$ cat config.mk
export PLATFORM = sky130hd
export DESIGN_NAME = ddrlink
export DESIGN_NICKNAME = d
export VERILOG_FILES = /design/src/rtl/ddrlink.sv
export SDC_FILE = /design/constraint.sdc
export NUM_CORES = 1
export LEC_CHECK = 0
export BUFFER_PORTS_ARGS = -buffer_cell sky130_fd_sc_hd__buf_2
export CAP_MARGIN = 20
export CORE_MARGIN = 5
export CORE_UTILIZATION = 55
export CTS_CLUSTER_SIZE = 12
export DETAILED_ROUTE_END_ITERATION = 8
export PLACE_DENSITY = 0.81
export SETUP_SLACK_MARGIN = 0.5
export SYNTH_ARGS = -nofsm -noshare
export SYNTH_HDL_FRONTEND = slang
export SYNTH_SLANG_ARGS = --single-unit
$ cat constraint.sdc
create_clock -name i_clk -period 3.6 [get_ports i_clk]
set_clock_uncertainty 0.15 [all_clocks]
set_input_delay 0.72 -clock i_clk [delete_from_list [all_inputs] [get_ports i_clk]]
set_output_delay 0.72 -clock i_clk [all_outputs]
set_load 0.02 [all_outputs]
$ cat src/rtl/ddrlink.sv
// Half-duplex byte transceiver for one bidirectional DDR pad.
// Sends 6-pair frames (START, 4 data pairs MSB first, STOP) and deframes received pairs.
module ddrlink #(
    parameter int GUARD = 3
) (
    input  logic       i_clk,
    input  logic       i_reset,
    input  logic       i_tx_stb,
    input  logic [7:0] i_tx_data,
    output logic       o_tx_busy,
    output logic       o_oe,
    output logic [1:0] o_v,
    input  logic [1:0] i_v,
    output logic       o_rx_stb,
    output logic [7:0] o_rx_data,
    output logic       o_rx_err
);

    localparam int GW = (GUARD > 1) ? $clog2(GUARD + 1) : 1;

    typedef enum logic [2:0] {
        TX_IDLE,
        TX_START,
        TX_DATA,
        TX_STOP,
        TX_GUARD
    } tx_state_e;

    typedef enum logic [1:0] {
        RX_IDLE,
        RX_DATA,
        RX_STOP
    } rx_state_e;

    tx_state_e tx_state_q;
    rx_state_e rx_state_q;

    logic [7:0]    tx_sh_q;
    logic [1:0]    tx_cnt_q;
    logic [GW-1:0] grd_q;
    logic          oe_q;
    logic [1:0]    v_q;

    logic [7:0] rx_sh_q;
    logic [1:0] rx_cnt_q;
    logic [7:0] rx_data_q;
    logic       rx_stb_q;
    logic       rx_err_q;

    logic tx_accept;

    assign o_tx_busy = (tx_state_q != TX_IDLE) || (rx_state_q != RX_IDLE);
    assign tx_accept = i_tx_stb && !o_tx_busy;

    assign o_oe      = oe_q;
    assign o_v       = v_q;
    assign o_rx_stb  = rx_stb_q;
    assign o_rx_err  = rx_err_q;
    assign o_rx_data = rx_data_q;

    // Each state loads the pair that the next state presents on the pad.
    always_ff @(posedge i_clk or posedge i_reset) begin
        if (i_reset) begin
            tx_state_q <= TX_IDLE;
            tx_sh_q    <= 8'h00;
            tx_cnt_q   <= 2'd0;
            grd_q      <= '0;
            oe_q       <= 1'b0;
            v_q        <= 2'b11;
        end else begin
            unique case (tx_state_q)
                TX_IDLE: begin
                    if (tx_accept) begin
                        tx_sh_q    <= i_tx_data;
                        oe_q       <= 1'b1;
                        v_q        <= 2'b00;
                        tx_state_q <= TX_START;
                    end
                end
                TX_START: begin
                    v_q        <= tx_sh_q[7:6];
                    tx_sh_q    <= {tx_sh_q[5:0], 2'b00};
                    tx_cnt_q   <= 2'd0;
                    tx_state_q <= TX_DATA;
                end
                TX_DATA: begin
                    if (tx_cnt_q == 2'd3) begin
                        v_q        <= 2'b11;
                        tx_state_q <= TX_STOP;
                    end else begin
                        v_q      <= tx_sh_q[7:6];
                        tx_sh_q  <= {tx_sh_q[5:0], 2'b00};
                        tx_cnt_q <= tx_cnt_q + 2'd1;
                    end
                end
                TX_STOP: begin
                    oe_q <= 1'b0;
                    v_q  <= 2'b11;
                    if (GUARD == 0) begin
                        tx_state_q <= TX_IDLE;
                    end else begin
                        grd_q      <= GW'(GUARD);
                        tx_state_q <= TX_GUARD;
                    end
                end
                TX_GUARD: begin
                    if (grd_q == GW'(1)) begin
                        tx_state_q <= TX_IDLE;
                    end else begin
                        grd_q <= grd_q - GW'(1);
                    end
                end
                default: begin
                    tx_state_q <= TX_IDLE;
                end
            endcase
        end
    end

    // A START pair loses to a transmit accepted in the same cycle.
    always_ff @(posedge i_clk or posedge i_reset) begin
        if (i_reset) begin
            rx_state_q <= RX_IDLE;
            rx_sh_q    <= 8'h00;
            rx_cnt_q   <= 2'd0;
            rx_data_q  <= 8'h00;
            rx_stb_q   <= 1'b0;
            rx_err_q   <= 1'b0;
        end else begin
            rx_stb_q <= 1'b0;
            rx_err_q <= 1'b0;
            unique case (rx_state_q)
                RX_IDLE: begin
                    if (tx_state_q == TX_IDLE && !tx_accept && i_v == 2'b00) begin
                        rx_cnt_q   <= 2'd0;
                        rx_state_q <= RX_DATA;
                    end
                end
                RX_DATA: begin
                    rx_sh_q <= {rx_sh_q[5:0], i_v};
                    if (rx_cnt_q == 2'd3) begin
                        rx_state_q <= RX_STOP;
                    end else begin
                        rx_cnt_q <= rx_cnt_q + 2'd1;
                    end
                end
                RX_STOP: begin
                    rx_data_q  <= rx_sh_q;
                    rx_stb_q   <= (i_v == 2'b11);
                    rx_err_q   <= (i_v != 2'b11);
                    rx_state_q <= RX_IDLE;
                end
                default: begin
                    rx_state_q <= RX_IDLE;
                end
            endcase
        end
    end

endmodule

======== Word-level counts from Yosys, hierarchy flattened ========
Index checks and enable logic that the tools add are counted.
word-level totals
  register bits ........................... 40
  input port bits ......................... 13
  word-level logic and storage cells ...... 83
cells by class
  add/sub/neg operators ................... 3
  equal/unequal tests ..................... 19
  muxes and demuxes ....................... 24
  reductions and logical operators ........ 25
operators by type and width
  kind                 number
  $pmux 8 s3           1
  $ne 2x2->1 const B   9
  $mux 2               8
  $mux 8               2
  $pmux 2 s2           4
  $pmux 3 s5           1
  $reduce_and 2->1     5
  $reduce_bool 2->1    5
  $mux 3               3
  $reduce_and 3->1     3
  $eq 2x2->1 const B   4
  $pmux 2 s4           1
  $eq 3x2->1 const B   2
  $reduce_bool 3->1    2
  $add 2x1->2 const B  2
  $eq 2x1->1 const B   2
  $logic_not 2->1      2
  $reduce_bool 4->1    1
  $eq 3x1->1 const B   1
  $eq 3x3->1 const B   1
  $logic_and 1x1->1    3
  $logic_not 3->1      1
  $mux 1               3
  $logic_not 1->1      2
  3 further kinds      3

======== Longest topological paths before layout ========
  depth in word-level cells ............... 9
  depth in mapped cells ................... 6
  gate-level depth less buffers ........... 5

======== Worst setup path before layout ========
Ideal clock, no wire load.
  kind .................................... input -> register
  from .................................... input i_tx_stb
  to ...................................... register tx_sh_q[3]
  setup time .............................. 73 ps
  data arrival time ....................... 1744 ps
  slack ................................... 1632 ps
  cell stages on the path ................. 5
  path buffers ............................ 1
  cell sequence ........................... or3b_4 > a211oi_4 > buf_6 > nor2_1 > a21oi_2
on the way
  word-level cells in the longest chain between the ends .. 3
ends and longest elaborated chain
  what                        line  text
  start, declared             8     input logic i_tx_stb,
  $logic_and 1x1->1           53    assign tx_accept = i_tx_stb && !o_tx_busy;
  $ne 2x2->1 (no line)        -
  $reduce_and 3->1 (no line)  -
  end signal, assigned        74    tx_sh_q <= i_tx_data;
  end signal, assigned        82    tx_sh_q <= {tx_sh_q[5:0], 2'b00};
  end signal, assigned        92    tx_sh_q <= {tx_sh_q[5:0], 2'b00};
  end, declared               38    logic [7:0] tx_sh_q;
Every way passes these cells.
A chain may end at the register's enable or synchronous reset.

======== Worst setup path after layout ========
  from .................................... register tx_state_q[2]
  to ...................................... output o_tx_busy
on the way
  word-level cells in the longest chain between the ends .. 2
ends and longest elaborated chain
  what                    line  text
  start, declared         35    tx_state_e tx_state_q;
  start signal, assigned  64    tx_state_q <= TX_IDLE;
  start signal, assigned  77    tx_state_q <= TX_START;
  start signal, assigned  84    tx_state_q <= TX_DATA;
  $reduce_bool 3->1       52    assign o_tx_busy = (tx_state_q != TX_IDLE) || (rx_state_q != RX_IDLE);
  $logic_or 1x1->1        52
  end, declared           10    output logic o_tx_busy,
Every way passes these cells.

==> results.rst <==
.. list-table::
   :header-rows: 1

   * - Metric
     - Value
   * - Number of nets in the final layout
     - between 150 and 200
   * - Num ports
     - 27
   * - Clk sink count
     - 40
   * - Total standard cell area after synthesis
     - 1750 sq um
   * - Number of vias per cell after detailed routing
     - 5.31
   * - Final wirelength
     - between 3000 and 4000 microns
   * - Clock tree from TritonCTS
     - built
   * - Crit path max-delay cell type
     - sky130_fd_sc_hd__dfrtp_1
   * - Number of nets still failing antenna checks after routing
     - 0
   * - VDD IR-drop max
     - 0.457 mV
   * - Half-perimeter wire length after placement
     - between 2000 and 2500 microns
   * - Final period demand of the worst path
     - between 2 and 3 ns
   * - Count of warnings emitted by yosys
     - 0
   * - Cell area after layout
     - 1960 sq um
   * - Launching element type of the critical path
     - flip-flop
   * - Worst-Skew Late Latency
     - between 0.3 and 0.4 ns
   * - Worst reg-to-reg setup slack
     - roughly 1.6 ns
   * - Kind of end point of the critical path
     - primary output
   * - Post-CTS Hold Buffers
     - 0
   * - Clock buffer count from CTS
     - 5
   * - GRT Resource Usage Total
     - between 10% and 20%
   * - Most frequent cell after synthesis
     - sky130_fd_sc_hd__dfrtp_1
   * - Bufs on Longest Clock Path
     - 2
   * - Worst min path class
     - flip-flop to flip-flop
   * - Height of the die
     - approximately 66 microns
   * - DRC violation count after routing
     - 0
   * - Endpoint arrival time on the critical path
     - ~1.6 ns
   * - Initial DRC Count
     - 49
   * - Unrepaired setup endpoints after global routing
     - no
   * - Final-layout setup total negative slack
     - 0 ns
   * - Total setup buffers inserted after CTS
     - 0
   * - Total setup violations reported at the end of the flow
     - 0
   * - Total Die Area
     - roughly 4400 sq um
   * - Status
     - finished clean
   * - Vias after detailed routing
     - approximately 1200
   * - Count of final hold-check violations
     - 0
   * - Max-slew violation count
     - 0
   * - Area added between synthesis and finish
     - 11.7%
   * - Post-route insts no fill
     - about 220
   * - Post-synth top area cell
     - sky130_fd_sc_hd__dfrtp_1
   * - Final RePlAce weighted congestion
     - around 0.73
   * - Critical path class
     - flip-flop to primary output
   * - Actual slew at the worst max-slew pin
     - 0.647 ns
   * - Proportion of synthesized flip-flops having asynchronous set or reset
     - 100%
   * - Drt wl/cell
     - roughly 14 microns
   * - Share of the cycle needed by the critical path after routing
     - a little over two thirds
   * - Count of distinct cell types in the synthesized netlist
     - 31
   * - Number of violations of the max-capacitance limit
     - 0
   * - Clock H-tree levels
     - 2
   * - Most frequently used flop master after synthesis
     - sky130_fd_sc_hd__dfrtp_1
   * - Top delay family on crit path
     - flip-flops
   * - Ordered cell list for the critical path
     - nor3_1, nand2_1, buf_2
   * - Mean instance size in the synthesized netlist
     - 11.8 sq um
   * - Largest driver fanout on the critical path
     - 13
   * - Proportion of synthesized chip area in sequential cells
     - 57.2%
   * - Post-synth top cells
     - sky130_fd_sc_hd__dfrtp_1 (38), sky130_fd_sc_hd__mux2_2 (16), sky130_fd_sc_hd__nor2_1 (14), sky130_fd_sc_hd__o21ai_0 (13)
   * - Critical path's largest stage delay
     - roughly 0.56 ns
   * - Global-route wire length before repair
     - 5390 microns
   * - Worst-path clk slew
     - 0.12 ns
   * - Synthesized netlist cell count
     - between 100 and 150
   * - Overflow left after global routing
     - 0
   * - Post-synth net total
     - approximately 170
   * - #FFs+latches synth
     - 40
   * - Biggest area contributors in the synthesized netlist
     - sky130_fd_sc_hd__dfrtp_1 (54%), sky130_fd_sc_hd__mux2_2 (10%), sky130_fd_sc_hd__o21ai_0 (3.7%), sky130_fd_sc_hd__mux2i_1 (3.4%), sky130_fd_sc_hd__dfstp_2 (3.0%)
   * - Leakage power of the design
     - roughly 0.94 nW
   * - Pin count of the biggest net entering global routing
     - between 40 and 50
   * - Instance area at placement
     - 1900 sq um
   * - Top cell type's share of synthesized area
     - 54.2%
   * - Antenna violations before repair
     - 0
   * - Root buf cell
     - sky130_fd_sc_hd__clkbuf_4
   * - CP bufs+invs
     - 1
   * - Total power density per cell area
     - approximately 910 nW/um^2
   * - Share of post-route cells with drive strength above 1
     - between 30% and 40%
   * - CP required
     - roughly 2.7 ns
   * - Vias in the first global route
     - between 1000 and 1500
   * - Area of the core
     - between 3000 and 4000 sq um
   * - Diodes inserted
     - 0
   * - Number of placed instances with taps included
     - roughly 210
   * - Relative max-transition margin
     - a little under three fifths
   * - Initial core utilization
     - between 50 and 60%
   * - Post-route total power
     - 1.79 mW
   * - Router iterations before antenna repair
     - 4
   * - Number of fill cells
     - between 200 and 300
   * - Post_cts resized
     - 0
   * - Highest attainable clock frequency
     - between 0.3 and 0.4 GHz
   * - EDFF count, synth
     - 0
   * - Die boundary width
     - approximately 66 microns
   * - Port Buf Inserts
     - 26
   * - Post-route core utilization
     - 64.2%
   * - Num rows
     - 20
==> kinds of logic (layout without fill, tap and decap cells) <==
kind of cell / after synthesis / after routing / synth area share, %
flip-flops: 40 / 40 / 57.2
AND/OR/NAND/NOR: 40 / 40 / 11.3
AO/OA/AOI/OAI: 30 / 30 / 10.8
multiplexers: 22 / 22 / 13.7
buffers and inverters: 13 / 42 / 4.35
adder cells (fa/ha/maj): 3 / 3 / 2.14
XOR/XNOR: 1 / 1 / 0.499
==> area by class of cell <==
type,instances,area (sq um),area share [%]
sequential,40,1000,51.2
clock buffer,7,55.1,2.81
multi-input combinational,96,674,34.4
clock inverter,1,7.51,0.383
inverter,7,26.3,1.34
tap,44,55.1,2.81
timing repair buffer,27,138,7.02
==> sequential cells by signal, indices dropped and copies added, names as in the netlist <==
register and flops:
tx_state_q 3, tx_sh_q 8, rx_state_q 2, o_rx_stb 1, o_oe 1, rx_cnt_q 2, o_rx_err 1, rx_sh_q 8
o_rx_data 8, o_v 2, tx_cnt_q 2, grd_q 2
==> worst paths after layout <==
kind,start,end,cells after the start
worst min register to register,o_v[1],o_v[1],2
worst min-delay path,o_v[1],o_v[1],2
min in group asynchronous,i_reset,o_oe,3
max in group asynchronous,i_reset,o_v[1],3
worst max-delay path,tx_state_q[2],o_tx_busy,3
worst max register to register,tx_cnt_q[0],tx_sh_q[4],5
==> per-layer routing <==
layer | wire length [microns] | up-vias | GRT usage [%]
met5 | 0 | - | 0
met3 | 117 | 7 | 4.05
met4 | 85 | 0 | 8.63
met1 | 1270 | 578 | 18.5
li1 | - | 571 | -
met2 | 1560 | 22 | 27.5
==> power by group <==
| group | internal, mW | switching (mW) | total (mW) |
|---|---|---|---|
| registers | 0.654 | 0.146 | 0.801 |
| clock network | 0.0957 | 0.140 | 0.236 |
| logic | 0.336 | 0.415 | 0.752 |
==> tightest hold or removal path: stages, from the launching register on <==
cell and delay, ns:
sky130_fd_sc_hd__dfstp_2 0.38, sky130_fd_sc_hd__nand2_1 0.04, sky130_fd_sc_hd__nand2_1 0.04
==> through the flow <==
step           setup WS, ns  hold slack (ns)
2_1_floorplan          1.63            0.316
3_3_place_gp           1.37            0.290
3_5_place_dp           1.28            0.292
4_1_cts                1.10            0.307
5_1_grt               0.966            0.323
6_report               1.09            0.304
==> placed cells by master (no fill, tap or decap), types with 4 or more instances in the layout <==
cell type	synthesis	final
sky130_fd_sc_hd__o21ai_0	13	13
sky130_fd_sc_hd__dfrtp_1	38	38
sky130_fd_sc_hd__a21oi_1	8	8
sky130_fd_sc_hd__inv_1	7	7
sky130_fd_sc_hd__nand2_1	8	8
sky130_fd_sc_hd__clkbuf_4	0	5
sky130_fd_sc_hd__nor2_1	14	14
sky130_fd_sc_hd__buf_2	0	26
sky130_fd_sc_hd__nor3_1	4	4
sky130_fd_sc_hd__mux2i_1	6	6
sky130_fd_sc_hd__mux2_2	16	16
No activity file was read; power rests on OpenSTA's default activity.
